==> src/rtl/quiz_round_timer.sv <==
// quiz_round_timer: round sequencer and countdown timer for the speed quiz.
// slow_clk is sampled as data through a three-flop chain; each rising edge
// becomes a single-cycle tick that decrements the answer window in RUN.
// Optional build macro: QUIZ_TIMEOUT_PENALTY_EN. When it is defined, every
// timeout and every wrong answer takes one point off the score, saturating
// at zero.
module quiz_round_timer #(
    parameter int ROUND_TICKS = 20,
    parameter int NUM_ROUNDS  = 10
) (
    input  logic       clk_in,
    input  logic       reset,
    input  logic       slow_clk,
    input  logic       start,
    input  logic       answer_valid,
    input  logic       answer_correct,
    output logic       new_question,
    output logic [7:0] time_left,
    output logic [3:0] round_idx,
    output logic [4:0] score,
    output logic       timeout,
    output logic       busy,
    output logic       game_over
);

    typedef enum logic [1:0] {
        IDLE = 2'd0,
        ASK  = 2'd1,
        RUN  = 2'd2,
        DONE = 2'd3
    } state_t;

    localparam logic [7:0] LOAD_TICKS = 8'(ROUND_TICKS);
    localparam logic [3:0] LAST_ROUND = 4'(NUM_ROUNDS - 1);

    state_t     state;
    state_t     state_nx;
    logic [7:0] time_left_nx;
    logic [3:0] round_nx;
    logic [4:0] score_nx;
    logic       timeout_nx;
    logic       round_end;

    logic       s1;
    logic       s2;
    logic       s3;
    logic       tick;

    // Synchronise slow_clk and keep one extra stage for rising-edge detection
    always_ff @(posedge clk_in or posedge reset) begin
        if (reset) begin
            s1 <= 1'b0;
            s2 <= 1'b0;
            s3 <= 1'b0;
        end else begin
            s1 <= slow_clk;
            s2 <= s1;
            s3 <= s2;
        end
    end

    assign tick = s2 & ~s3;

    // FSM state register
    always_ff @(posedge clk_in or posedge reset) begin
        if (reset) begin
            state <= IDLE;
        end else begin
            state <= state_nx;
        end
    end

    // Next-state, round bookkeeping and scoring
    always_comb begin
        state_nx     = state;
        time_left_nx = time_left;
        round_nx     = round_idx;
        score_nx     = score;
        timeout_nx   = 1'b0;
        round_end    = 1'b0;

        case (state)
            IDLE, DONE: begin
                if (start) begin
                    state_nx = ASK;
                    score_nx = '0;
                    round_nx = '0;
                end
            end
            ASK: begin
                time_left_nx = LOAD_TICKS;
                state_nx     = RUN;
            end
            RUN: begin
                // An answer takes priority over a tick in the same cycle,
                // so a last-moment answer is scored rather than timed out.
                if (answer_valid) begin
                    round_end = 1'b1;
                    if (answer_correct) begin
                        score_nx = score + 5'd1;
                    end
`ifdef QUIZ_TIMEOUT_PENALTY_EN
                    else if (score != '0) begin
                        score_nx = score - 5'd1;
                    end
`endif
                end else if (tick) begin
                    if (time_left > 8'd1) begin
                        time_left_nx = time_left - 8'd1;
                    end else begin
                        time_left_nx = '0;
                        timeout_nx   = 1'b1;
                        round_end    = 1'b1;
`ifdef QUIZ_TIMEOUT_PENALTY_EN
                        if (score != '0) begin
                            score_nx = score - 5'd1;
                        end
`endif
                    end
                end

                if (round_end) begin
                    if (round_idx == LAST_ROUND) begin
                        state_nx = DONE;
                    end else begin
                        round_nx = round_idx + 4'd1;
                        state_nx = ASK;
                    end
                end
            end
            default: begin
                state_nx = IDLE;
            end
        endcase
    end

    // Registered outputs, derived from the state being entered
    always_ff @(posedge clk_in or posedge reset) begin
        if (reset) begin
            new_question <= 1'b0;
            time_left    <= '0;
            round_idx    <= '0;
            score        <= '0;
            timeout      <= 1'b0;
            busy         <= 1'b0;
            game_over    <= 1'b0;
        end else begin
            new_question <= (state_nx == ASK);
            time_left    <= time_left_nx;
            round_idx    <= round_nx;
            score        <= score_nx;
            timeout      <= timeout_nx;
            busy         <= (state_nx == ASK) || (state_nx == RUN);
            game_over    <= (state_nx == DONE);
        end
    end

endmodule
==> config.mk <==
export PLATFORM = sky130hd
export DESIGN_NAME = quiz_round_timer
export DESIGN_NICKNAME = d
export VERILOG_FILES = /design/src/rtl/quiz_round_timer.sv
export SDC_FILE = /design/constraint.sdc
export NUM_CORES = 1
export LEC_CHECK = 0
export BUFFER_PORTS_ARGS = -buffer_cell sky130_fd_sc_hd__buf_2
export CAP_MARGIN = 20
export CORE_MARGIN = 1
export CORE_UTILIZATION = 54
export CTS_CLUSTER_SIZE = 14
export DETAILED_ROUTE_END_ITERATION = 16
export HOLD_SLACK_MARGIN = 0.02
export PLACE_DENSITY = 0.78
export SYNTH_ARGS = -nofsm -noshare
export SYNTH_HDL_FRONTEND = slang
export SYNTH_SLANG_ARGS = --single-unit
export TNS_END_PERCENT = 10
==> constraint.sdc <==
create_clock -name clk_in -period 2.7 [get_ports clk_in]
set_input_delay 0.135 -clock clk_in [delete_from_list [all_inputs] [get_ports clk_in]]
set_output_delay 0.135 -clock clk_in [all_outputs]
set_load 0.1 [all_outputs]
---- Yosys cells after proc, flatten, opt, wreduce, memory -nomap -nowiden ----
Cells that the tools add are included.
storage, ports and cells
  flip-flop bits (word level) ............. 26
  bits of input ports ..................... 6
  output and inout port bits .............. 21
  logic and storage cells ................. 61
cells by class
  add/subtract/negate cells ............... 3
  $lt $le $gt $ge ......................... 1
  equal/unequal tests ..................... 14
  muxes and demuxes ....................... 22
  bitwise gates (word level) .............. 2
  reduce and logical (&&, ||, !) cells .... 8
operators by type and width
  cell                                                            count
  2-to-1 mux 8 bit                                                3
  one-hot mux 8 bit (2 select lines)                              1
  2-to-1 mux 5 bit                                                3
  inequality test 2 bit (second input constant)                   7
  2-to-1 mux 4 bit                                                3
  one-hot mux 5 bit (2 select lines)                              1
  equality test 2 bit (second input constant)                     4
  greater-than comparator 8 x 1 -> 1 bit (second input constant)  1
  one-hot mux 4 bit (2 select lines)                              1
  AND reduction 4 bit                                             2
  subtractor 8 x 1 -> 8 bit (second input constant)               1
  2-to-1 mux 1 bit                                                6
  2-to-1 mux 2 bit                                                3
  one-hot mux 2 bit (3 select lines)                              1
  adder 5 x 1 -> 5 bit (second input constant)                    1
  adder 4 x 1 -> 4 bit (second input constant)                    1
  equality test 2 x 1 -> 1 bit (second input constant)            2
  equality test 4 bit (second input constant)                     1
  nonzero test 2 bit                                              2
  AND reduction 3 bit                                             1
  logical NOT 2 bit                                               1
  OR reduction 2 bit                                              1
  AND 1 bit                                                       1
  logical OR 1 bit                                                1
  inverter 1 bit                                                  1

---- Depth between registers and ports, before layout ----
Gate-level depths: netlist of run 1.
  depth after elaboration ................. 9
  mapped depth ............................ 9

---- Least setup slack after synthesis of run 1 ----
Ideal clock, no wire load.
  kind .................................... register to register
  from .................................... reg time_left[7]
  to ...................................... reg busy
  arrival time ............................ 2.646 ns
  data required time ...................... 2.637 ns
  setup slack ............................. -0.009 ns
  stages on the path, launching flop included .. 7
  buffers on the path ..................... 0
  period minus slack after synthesis ...... 2.709 ns
  cell sequence ........................... dfrtp_1 > or4_4 > o41a_4 > or4_4 > nand3_1 > ha_1 > inv_1
between the ends
  cells in the longest elaborated chain, start to end .. 9
  elaborated cells on any way between the ends .. 10
  those cells by class .................... order compare (1); eq/ne (2); mux (6); reduce/logical (1)
ends and longest elaborated chain
  item                                                                        line  RTL
  from (decl)                                                                 18    output logic [7:0] time_left,
  from (signal assigned)                                                      149   time_left <= time_left_nx;
  greater-than comparator 8 x 1 -> 1 bit *                                    108   if (time_left > 8'd1) begin
  2-to-1 mux 1 bit *                                                          108
  2-to-1 mux 1 bit *                                                          107   end else if (tick) begin
  2-to-1 mux 1 bit *                                                          97    if (answer_valid) begin
  2-to-1 mux 1 bit *                                                          82    case (state)
  2-to-1 mux 2 bit *                                                          122   if (round_end) begin
  one-hot mux 2 bit (3 select lines) *                                        82
  equality test 2 x 1 -> 1 bit / equality test 2 bit (equally long branches)  153   busy <= (state_nx == ASK) || (state_nx == RUN);
  logical OR 1 bit *                                                          153
  to (signal assigned)                                                        153
  to (decl)                                                                   22    output logic busy,
Every way passes the cells marked *; elsewhere a longest branch is shown, timed or not. The select of a mux whose other input is x is not followed.
A chain may end at the register's enable or synchronous reset.

---- Worst setup path in the final report of run 1 ----
Ends and elaborated chain as after synthesis.

==> results of run 1 <==
[final cells by class]
class	count	area (sq um)	share of cell area, %
multi-input cells	101	697	41.4
clock buffers	3	22.5	1.34
clock inverters	1	30.0	1.78
inverters	10	37.5	2.23
repair buffers	33	208	12.3
flip-flops and latches	26	653	38.8
well taps	30	37.5	2.23
[routing by layer]
layer | vias to the layer above | part of all wire, % | global-route usage (%)
li1 | 583 | - | -
met1 | 590 | 48 | 29.8
met2 | 22 | 47 | 40.1
met3 | 4 | 2.7 | 3.45
met4 | 0 | 1.6 | 11.4
met5 | - | 0 | 0
[metrics by stage]
stage	hold WS (ps)	setup slack (ps)
4_1_cts	33.3	363
3_3_place_gp	246	421
6_report	127	368
3_5_place_dp	248	393
2_1_floorplan	166	18.3
5_1_grt	140	305
[cell usage after synthesis]
cell type and instances:
sky130_fd_sc_hd__dfrtp_1 26, sky130_fd_sc_hd__o21ai_0 15, sky130_fd_sc_hd__nand2_1 13, sky130_fd_sc_hd__inv_1 10, sky130_fd_sc_hd__ha_1 8, sky130_fd_sc_hd__nor2_1 8
sky130_fd_sc_hd__or2_2 5, sky130_fd_sc_hd__nand2b_1 4, sky130_fd_sc_hd__nand3_1 4, sky130_fd_sc_hd__a21oi_1 3, sky130_fd_sc_hd__clkbuf_1 3, sky130_fd_sc_hd__o31ai_1 3
sky130_fd_sc_hd__or3_1 3, sky130_fd_sc_hd__or4_1 3, sky130_fd_sc_hd__a22o_1 2, sky130_fd_sc_hd__a2bb2oi_1 2, sky130_fd_sc_hd__a31oi_1 2, sky130_fd_sc_hd__mux2i_1 2
sky130_fd_sc_hd__nor3b_1 2, sky130_fd_sc_hd__o41ai_1 2, sky130_fd_sc_hd__or3_2 2, sky130_fd_sc_hd__or4_4 2, sky130_fd_sc_hd__a21o_1 1, sky130_fd_sc_hd__a21o_2 1
sky130_fd_sc_hd__a32o_1 1, sky130_fd_sc_hd__and2_1 1, sky130_fd_sc_hd__and3_2 1, sky130_fd_sc_hd__and4_1 1, sky130_fd_sc_hd__and4b_1 1, sky130_fd_sc_hd__nand4_1 1
sky130_fd_sc_hd__nand4bb_1 1, sky130_fd_sc_hd__nor2b_1 1, sky130_fd_sc_hd__nor4_1 1, sky130_fd_sc_hd__nor4bb_1 1, sky130_fd_sc_hd__o22a_1 1, sky130_fd_sc_hd__o41a_1 1
sky130_fd_sc_hd__o41a_4 1, sky130_fd_sc_hd__or4b_2 1
[kinds of logic (layout without fill, tap and decap cells)]
group	count (synthesis)	count (layout)	share of synthesized area, %
simple gates	56	56	23.7
compound gates	35	35	17.6
flops	26	26	46.6
buf+inv	13	47	3.49
fa+ha+maj	8	8	7.17
mux	2	2	1.43
[layout by cell type, fill, tap and decap left out, drive strengths merged, types with 3 or more instances in the layout]
| cell | netlist | layout |
|---|---|---|
| buf | 0 | 31 |
| dfrtp | 26 | 26 |
| o21ai | 15 | 15 |
| nand2 | 13 | 13 |
| inv | 10 | 10 |
| nor2 | 8 | 8 |
| ha | 8 | 8 |
| or2 | 5 | 5 |
| or4 | 5 | 5 |
| or3 | 5 | 5 |
| nand2b | 4 | 4 |
| nand3 | 4 | 4 |
| o31ai | 3 | 3 |
| a21oi | 3 | 3 |
| clkbuf | 3 | 3 |
[worst register-to-register path: stages, from the launching register on]
cell,delay (ps)
sky130_fd_sc_hd__dfrtp_2,460
sky130_fd_sc_hd__or4_4,570
sky130_fd_sc_hd__o41a_4,410
sky130_fd_sc_hd__or4_4,500
sky130_fd_sc_hd__nand3_1,90
sky130_fd_sc_hd__ha_1,220
sky130_fd_sc_hd__inv_1,50
[sequential cells by signal (all words and copies together) (netlist names)]
signal	flops
s1	1
time_left	8
new_question	1
timeout	1
s2	1
round_idx	4
s3	1
game_over	1
state	2
score	5
busy	1
[power by group]
part / leakage, nW / internal [mW] / switching (mW)
sequential: 0.334 / 0.469 / 0.0751
clock: 0.0279 / 0.150 / 0.116
combinational: 0.446 / 0.293 / 0.779
[worst max-delay path by stage]
| stage | startpoint | end | slack [ps] | cells past startpoint |
|---|---|---|---|---|
| 6_report | time_left[7]$_DFFE_PP0P_ | busy$_DFF_PP0_ | 370 | 6 |
| 5_1_grt | time_left[7]$_DFFE_PP0P_ | busy$_DFF_PP0_ | 310 | 6 |
| 4_1_cts | time_left[7]$_DFFE_PP0P_ | busy$_DFF_PP0_ | 360 | 6 |
| 3_5_place_dp | time_left[7]$_DFFE_PP0P_ | busy$_DFF_PP0_ | 390 | 6 |
| 3_3_place_gp | time_left[7]$_DFFE_PP0P_ | busy$_DFF_PP0_ | 420 | 6 |
| 2_1_floorplan | time_left[5]$_DFFE_PP0P_ | busy$_DFF_PP0_ | 20 | 6 |
==> results summary, run 1 <==
The run finished with clean final reports. VDD sags by at most 0.779 mV. The count of cells resized by post-cts repair is 0. The required arrival time at the worst endpoint came out at 2980 ps. The congestion estimate from routability-driven global placement came to 0.813. After the first detailed-routing iteration, the DRC count stood at 21.

The post-CTS repair timing setup buffer count is 0. The routed wire length is 2.87 mm. The worst hold path begins at answer_correct.

The maximum count of clock buffers along a single path came out at 2. The post-synthesis sequential area ratio is 46.6%. The kind of path behind the tightest hold check is input pin to register. The worst-skew pair later-pin latency came out at 330 ps. The effective utilization at floorplan is 56.9%. From synthesis to final layout, the design area changed by 20.7%. Entering global routing, the biggest net connects 27 pins.

The number of antenna violations at the first check in global routing came out at 0. The terminating pin of the worst hold path is score[4]$_DFFE_PP0P_. The achievable frequency is 0.429 GHz.

The average footprint of a synthesized cell is 9.97 sq um. The tree is rooted in a sky130_fd_sc_hd__clkbuf_4. The number of inserted diodes came out at 0. After filler insertion, the fill cell instance count of the layout stands at 200. The critical path goes through or4_4 -> o41a_4 -> or4_4 -> nand3_1 -> ha_1 -> inv_1. The synthesis-stage register bit count came out at 26. The count of nets left with antenna violations once routing finished came out at 0. The final global-route overflow total came out at 0. The overall die width is 52.9 um. The number of distinct library cells after synthesis is 38.

The number of buffers and inverters on the critical path came out at 1. The final net count is 189. The first TritonRoute pass finished after 4 iterations. The max-capacitance violation count is 0. The average wire per cell in the routed design is 14.0 um.

The worst setup path is captured at a register. The setup violation total in the final timing report is 0. The placed cell count came out at 197. When the netlist entered floorplanning its net count stood at 154.

For this design the ratio of total power to cell area is 1120 nW/um^2. The portion of synthesized cell area occupied by the leading cell type came out at 46.6%. Counting instances, the worst hold path has a depth of 3. The count of buffers inserted at the top-level ports is 26.

At the pin with the least slew margin, the transition time is 748 ps. On the critical path, the stage with the largest delay is an instance of sky130_fd_sc_hd__or4_4. After synthesis, the cell types taking the most area are sky130_fd_sc_hd__dfrtp_1 47%, sky130_fd_sc_hd__ha_1 7.2%, sky130_fd_sc_hd__o21ai_0 5.4%. The worst setup path is launched from a register. The total number of vias came out at 1199. Among the stages of the critical path, the cell type that occurs most often is sky130_fd_sc_hd__or4_4. The die covers 2790 sq um.

In this run the worst path has a maximum fanout of 8. The placed wire-length estimate came out at 2.11 mm. STA puts the critical path data arrival time at 2620 ps.

The worst-case clock skew came out at 11.1 ps. The boundary pin count came out at 27. Measured in cells, the most critical reg-to-reg path has a length of 6. Overall power consumption after layout is estimated at 1.88 mW. Across all register-to-register paths, the minimum setup slack is 370 ps. The TritonCTS clock tree is built. The delay contributed by the slowest stage of the critical path is 570 ps.

For this run, design rule violations remaining after detail routing come to 0. The netlist area before placement is 1400 sq um. The minimum clock period is 2330 ps.

The number of max-slew violations in the final report is 0. The number of endpoints with negative hold slack in the final report is 0. Synthesis produced a netlist whose cell count is 140.

Of the cells placed in the final design, the portion with a size suffix greater than 1 is 28.7%. Setup repair after global routing left no endpoint under its margin. The number of CTS-inserted buffers came out at 3. The final instance count without filler cells is 204. The core region is 2450 sq um. After layout, the worst path uses 86.4% of the clock period. The number of buffers inserted for hold repair after clock tree synthesis came out at 1. The global router's overall resource usage is 23.9%. The cell family contributing the most delay on the critical path is simple AND/OR/NAND/NOR gates. CTS saw 26 sinks. The start of the worst register-to-register path is time_left[7]$_DFFE_PP0P_. Measured along the y axis, the die boundary spans 52.9 um. The headroom to the max-slew limit came out at 50.1%.

The post-route standard cell area excluding fillers is 1690 sq um. The number of synthesis warnings came out at 0. The type of the worst setup path is register to register. The via density per instance is 5.88. The static leakage is 0.807 nW.

The first-pass GRT wire length came out at 4.76 mm. The number of rows in the core area came out at 18. Cells fill 68.7% of the core in the end. The CTS clock-pin slew for the worst setup and hold paths is 150 ps. Summed over all instances, the cell type with the most area after synthesis is sky130_fd_sc_hd__dfrtp_1.

The number of global-route vias before repair came out at 1102. The worst register-to-register path ends at busy$_DFF_PP0_. In this run the number of H-tree levels came out at 1. Setup total negative slack on the finished layout was measured at 0 ps.

The area after detailed placement is 1590 sq um.
No activity file was read; power rests on OpenSTA's default activity.
==> run 2, diff against run 1 <==
CTS_BUF_LIST = sky130_fd_sc_hd__clkbuf_16   (was unset)
==> run 2 against run 1 <==
Net effect:
- worst hold slack improved by 70 ps
- clock power is 60% higher
- die area unchanged
- via count shrank 0.25%
- critical path depth stayed put
- first-iteration DRC count shrank 33%
- power up 8.7%
- combinational power about the same
- sequential share of layout area fell by 1.2 points
- setup slack improved by 18 ps
- wire length grew 2.7%
- sequential power is essentially flat
- largest power group unchanged
==> results summary, run 2 (synthesis gave the netlist of run 1 again) <==
The number of antenna-violating nets in the routed design came out at 0. The storage element area came out at 653 sq um. The relative area change from synthesis to final layout came out at 24.5%.

The total number of vias came out at 1196. The worst hold path begins at answer_correct. The TritonCTS clock tree is built. 0 antenna diodes ended up in the layout. The number of endpoints with negative hold slack in the final report is 0. The number of CTS-inserted buffers is 3. The kind of path behind the tightest hold check is input pin to register. On the final layout, the worst clock skew is 5.85 ps. The worst register-to-register path begins at time_left[7]$_DFFE_PP0P_. The master of the slowest instance on the critical path is sky130_fd_sc_hd__or4_4.

The static leakage is 0.830 nW. The critical path in this run is classified as register to register. The global router's overall resource usage is 24.0%. In the global route stage, met1 resource usage came out at 29.8%. Data on the critical path arrives at its endpoint at 2520 ps. 27 I/O pins were placed.

The critical path goes through or4_4 -> o41a_4 -> or4_4 -> nand3_1 -> ha_1 -> inv_1. More flip-flops sit in one register than any other, and that register is time_left. STA classifies the critical path endpoint as a register.

The number of rows in the core area is 18. Counting instances, the worst hold path has a depth of 3. The full die area came out at 2790 sq um. The root buffer cell is sky130_fd_sc_hd__clkbuf_16. The number of global-route vias before repair is 1082. In the routed design, unresolved DRC markers number 0. Among the stages of the critical path, the cell type that occurs most often is sky130_fd_sc_hd__or4_4. CTS built an H-tree with a depth of 1. The delay contributed by the slowest stage of the critical path came out at 570 ps.

The post-CTS repair timing setup buffer count is 0. The setup TNS came out at 0 ps. The required arrival time at the worst endpoint is 2910 ps. In the layout the commonest cells are 26 x sky130_fd_sc_hd__buf_2, 24 x sky130_fd_sc_hd__dfrtp_1, 15 x sky130_fd_sc_hd__o21ai_0, 13 x sky130_fd_sc_hd__nand2_1, 10 x sky130_fd_sc_hd__inv_1. The worst voltage drop across the vdd grid came out at 0.869 mV. The flip-flop count of the largest register, all copies and words added is 8. The overall die width is 52.9 um.

The power density relative to cell area came out at 1180 nW/um^2. The count of fill cells added during filler insertion is 194. The largest registers in the layout are time_left: 8 flops, score: 5 flops, round_idx: 4 flops. The chip height is 52.9 um.

The first-pass iteration count of the detailed router is 4. After clock tree synthesis, the clock-pin slew on the worst setup and hold paths is 70 ps. The worst-skew pair later-pin latency came out at 260 ps. The average wire per cell in the routed design is 14.4 um. Setup repair after global routing left no endpoint under its margin. The starting DRC count in detailed routing is 14. The max-capacitance violation count is 0. Leaving out fill and tap cells, the most frequent cell in the layout is sky130_fd_sc_hd__buf_2. The final net count came out at 189. Global routing finished with a remaining overflow of 0. The core area is 2450 sq um.

The area after detailed placement came out at 1590 sq um. The largest fanout of any net on the critical path came out at 8. The worst-case reg-to-reg path depth is 6. The placed wire-length estimate came out at 2.11 mm. The first-pass GRT wire length came out at 4.74 mm.

The met3 track demand over resource came out at 4.31%. The via density per instance is 5.86. For hold timing, the worst endpoint is score[4]$_DFFE_PP0P_. The headroom to the max-slew limit came out at 53.7%. The number of sinks on the clock net is 26. The flow ran to the end, and the final reports show no timing, DRC or antenna violations. The maximum number of pins on one net before global-route repair came out at 27. The pin slew with the least headroom to its limit came out at 694 ps. The post-route standard cell area excluding fillers came out at 1740 sq um. The final instance count without filler cells came out at 204.

STA classifies the critical path startpoint as a register. The final critical path takes up 85.7% of the cycle. The routing usage on met2 came out at 40.5%. The number of antenna violations at the first check in global routing came out at 0. In this run the most used layer during global routing was met2. The fraction of layout cells with a size suffix above 1 is 28.7%. The placed cell count came out at 197. The worst reg2reg path endpoint is busy$_DFF_PP0_. The minimum clock period is 2310 ps. The setup violation total in the final timing report came out at 0.

The routed wire length is 2.94 mm. The multi-input logic area came out at 697 sq um. The number of max-slew violations in the final report is 0.

The effective utilization at floorplan came out at 56.9%. The setup slack of the most critical reg-to-reg path came out at 390 ps. The placer's final routability congestion estimate came out at 0.813. The maximum count of clock buffers along a single path is 2. The achievable frequency came out at 0.432 GHz. The count of buffers inserted at the top-level ports is 26.
## run 2: cell count changes in the layout (fill, tap and decap cells not counted)
cell | before | now
sky130_fd_sc_hd__clkbuf_16 | 0 | 3
sky130_fd_sc_hd__clkbuf_4 | 3 | 0
## run 2: power breakdown
part | switching [mW] | internal, mW | leakage, nW
sequential | 0.0753 | 0.471 | 0.334
clock | 0.132 | 0.295 | 0.0511
combinational | 0.781 | 0.293 | 0.446
total | 0.988 | 1.06 | 0.830
## run 2: per-layer routing
metal  vias up  part of all wire (%)
li1        581                     -
met5         -                     0
met4         0                   1.5
met3         4                   4.3
met1       581                    45
met2        30                    49
## run 2: final cells by class
class | instances | share of cell area (%)
Multi-Input combinational cell | 101 | 40.1
Tap cell | 30 | 2.16
Clock inverter | 1 | 1.73
Clock buffer | 3 | 4.32
Inverter | 10 | 2.16
Timing Repair Buffer | 33 | 12.0
Sequential cell | 26 | 37.6
## run 2: worst max-delay path by stage
stage	end	from	cells past startpoint	slack (ps)
CTS	busy$_DFF_PP0_	time_left[7]$_DFFE_PP0P_	6	380
global placement	busy$_DFF_PP0_	time_left[7]$_DFFE_PP0P_	6	420
floorplan	busy$_DFF_PP0_	time_left[5]$_DFFE_PP0P_	6	20
detailed placement	busy$_DFF_PP0_	time_left[7]$_DFFE_PP0P_	6	390
global route	busy$_DFF_PP0_	time_left[7]$_DFFE_PP0P_	6	320
finish	busy$_DFF_PP0_	time_left[7]$_DFFE_PP0P_	6	390
## run 2: stage by stage
| step | total power [mW] | utilization (%) | hold slack [ps] | setup WS (ps) |
|---|---|---|---|---|
| final | 2.05 | 70.8 | 196 | 386 |
| after global routing | 2.17 | 70.8 | 219 | 323 |
| after CTS | 2.05 | 69.3 | 130 | 380 |
| after detailed placement | 1.61 | 64.6 | 248 | 393 |
| after global placement | 1.59 | 64.6 | 246 | 421 |
| after floorplan | 1.41 | - | 166 | 18.3 |
## run 2: worst max-delay path: cells and delay by family, from the launching register on
family,cells,cell delay (ps)
adder cells (fa/ha/maj),1,220
AO/OA/AOI/OAI,1,410
buffers and inverters,1,50
AND/OR/NAND/NOR,3,1160
flip-flops,1,430
## run 2: timing repair
item                      in CTS  in global routing
hold buffers                   1                  1
hold endpoints to repair       1                  6
gates resized for setup        0                  0
==> run 3, diff against run 2 <==
CELL_PAD_IN_SITES_DETAIL_PLACEMENT = 1   (was unset)
CELL_PAD_IN_SITES_GLOBAL_PLACEMENT = 1   (was unset)
CORE_UTILIZATION = 41   (was 54)
PLACE_DENSITY = unset   (was 0.78)
PLACE_DENSITY_LB_ADDON = 0.1   (was unset)
==> run 3 against run 2 <==
Net effect:
- die area up 30%
- count of clock-buffer cells in the layout stayed put
- final area grew 1.0%
- global-route usage fell by 2.8 points
- core utilization is 15 points lower
- non-clock buffer count unchanged
- register-to-register slack got worse by 30 ps
- sequential cell count stayed put
- sequential share of layout area fell by 0.37 points
- critical path depth is the same
- clock power about the same
- critical path type unchanged
==> results summary, run 3 (synthesis gave the netlist of run 1 again) <==
The number of buffers inserted for hold repair after clock tree synthesis came out at 1. Between clock sinks in the finished design, the worst skew comes to 2.79 ps. The largest single stage delay on the critical path is 570 ps. The largest registers in the layout are time_left: 8 flops, score: 5 flops, round_idx: 4 flops. The tightest min-delay check is of the input pin to register type. Together, buffers and inverters on the worst path number 1. Across all register-to-register paths, the minimum setup slack is 360 ps. The effective utilization at floorplan came out at 44.3%. The relative area change from synthesis to final layout is 25.7%. The core area came out at 3150 sq um.

The setup violation total in the final timing report is 0. At the placement stage, the worst setup path has a slack of 371 ps. The maximum level of the CTS H-tree is 1. The post-route clock period utilization came out at 86.8%.

Entering global routing, the biggest net connects 27 pins. The clock period could shrink to 2340 ps. The number of antenna-violating nets in the routed design came out at 0. The number of endpoints with negative hold slack in the final report came out at 0. The clock reaches the later pin of the worst-skew pair after 260 ps. The CTS clock-pin slew for the worst setup and hold paths is 70 ps. For this design the static power due to leakage is 0.830 nW. The most frequent standard cell in the layout excluding fill and tap cells is sky130_fd_sc_hd__buf_2. The number of global-route vias before repair is 1179. The TritonCTS clock tree is built. The number of sinks on the clock net came out at 26. The count of buffers inserted at the top-level ports is 26. The tree is rooted in a sky130_fd_sc_hd__clkbuf_16. The placed cell count is 211. The first detailed-routing pass took 4 iterations. The die is 60.4 um tall. The net count of the finished layout is 189.

After detailed routing, the number of remaining DRC violations is 0. STA classifies the critical path endpoint as a register. The count of fill cells added during filler insertion is 378. The achievable frequency came out at 0.427 GHz.

In the layout the commonest cells are 26 x sky130_fd_sc_hd__buf_2, 24 x sky130_fd_sc_hd__dfrtp_1, 15 x sky130_fd_sc_hd__o21ai_0, 13 x sky130_fd_sc_hd__nand2_1, 10 x sky130_fd_sc_hd__inv_1. The flow ran to the end, and the final reports show no timing, DRC or antenna violations. The worst-case reg-to-reg path depth is 6. The instance count along the most critical hold path is 3. The terminating pin of the worst hold path is score[4]$_DFFE_PP0P_. The largest fanout of any net on the critical path came out at 8. The launch point of the critical path is time_left[7]$_DFFE_PP0P_. The headroom to the max-slew limit came out at 60.9%. The flip-flop count of the largest register, all copies and words added came out at 8. The global router's overall resource usage is 21.2%. At the worst endpoint, the required time is 2910 ps. Power spread over the standard cell area amounts to 1190 nW/um^2. The number of rows in the core area is 20. The placed wire-length estimate came out at 2.56 mm.

By instance count, the cell type seen most on the critical path is sky130_fd_sc_hd__or4_4. Setup repair after global routing left no endpoint under its margin. The number of max-slew violations in the final report is 0. The setup TNS came out at 0 ps.

The routed wire length came out at 3.56 mm. The multi-input logic area came out at 697 sq um. The die covers 3640 sq um. Clock tree synthesis inserted a total of 3 buffers. The repair_antennas step left the layout with diodes totalling 0. The starting DRC count in detailed routing came out at 57. The storage element area came out at 653 sq um. The type of the worst setup path is register to register. The number of antenna violations at the first check in global routing came out at 0.

The smallest setup slack after layout is 358 ps. The final instance count without filler cells came out at 218. The fraction of layout cells with a size suffix above 1 is 28.7%. The critical path goes through or4_4 -> o41a_4 -> or4_4 -> nand3_1 -> ha_1 -> inv_1. For this design, the slowest cell found on the critical path is sky130_fd_sc_hd__or4_4. Broken down by cell family, the worst path's largest delay share belongs to simple AND/OR/NAND/NOR gates. The worst voltage drop across the vdd grid is 0.787 mV. Pin placement for this block handled 27 I/O pins. The startpoint identified for the worst hold timing path is answer_correct.

More flip-flops sit in one register than any other, and that register is time_left. The pin slew with the least headroom to its limit is 582 ps. The first global-routing pass estimated 5.62 mm of wire. For this block, the via count after detailed routing is 1203. The worst register-to-register path begins at time_left[7]$_DFFE_PP0P_.

In this run the critical register-to-register path is captured at busy$_DFF_PP0_. The post-CTS repair timing setup buffer count came out at 0. The final global-route overflow total is 0.

Using the TritonRoute via totals, the vias-per-cell ratio works out to 5.52. The clock passes through at most 2 buffers. Once the clock tree was built, the resizer swapped 0 gates to a different size. The average wire per cell in the routed design is 16.3 um. The overall die width came out at 60.4 um. Max-cap violations in this run came to 0. The arrival time at the worst endpoint came out at 2550 ps. STA classifies the critical path startpoint as a register. The placer's final routability congestion estimate came out at 0.733.
[run 3: cell counts in the layout (fill, tap and decap cells not counted)]
No cell type changed its count.
[run 3: metrics by stage]
step	util (%)	area [sq um]	total power, mW	hold slack [ps]
after global routing	55.7	1760	2.20	252
after detailed placement	50.8	1600	1.66	245
after floorplan	-	1400	1.41	166
after global placement	50.8	1600	1.62	243
final	55.7	1760	2.09	216
after CTS	54.5	1720	2.10	151
[run 3: worst max-delay path by stage]
stage / cells after the start / slack, ps / endpoint
final: 6 / 360 / busy$_DFF_PP0_
after global routing: 6 / 310 / busy$_DFF_PP0_
after CTS: 6 / 350 / busy$_DFF_PP0_
after detailed placement: 6 / 370 / busy$_DFF_PP0_
after global placement: 6 / 420 / busy$_DFF_PP0_
after floorplan: 6 / 20 / busy$_DFF_PP0_
[run 3: cell type report]
type	count	share of cell area (%)
clock buffers	3	4.28
clock inverters	1	1.71
inverters	10	2.14
multi-input cells	101	39.7
flip-flops and latches	26	37.2
well taps	44	3.14
repair buffers	33	11.8
[run 3: metal layers]
metal  vias to the layer above  wire (um)  GRT usage, %
met5                         -          0             0
met3                         5        111          2.99
met1                       597       1530          26.1
met4                         0         37          7.31
li1                        577          -             -
met2                        24       1880          38.0
[run 3: where the power goes]
group          switching [mW]  leakage (nW)  internal (mW)
logic                   0.809         0.445          0.305
registers              0.0783         0.334          0.470
clock network           0.135        0.0511          0.295
total                    1.02         0.830           1.07
[run 3: worst reg2reg max path: stages (launching register included)]
cell	delay [ps]
sky130_fd_sc_hd__dfrtp_2	430
sky130_fd_sc_hd__or4_4	570
sky130_fd_sc_hd__o41a_4	410
sky130_fd_sc_hd__or4_4	500
sky130_fd_sc_hd__nand3_1	100
sky130_fd_sc_hd__ha_1	230
sky130_fd_sc_hd__inv_1	50
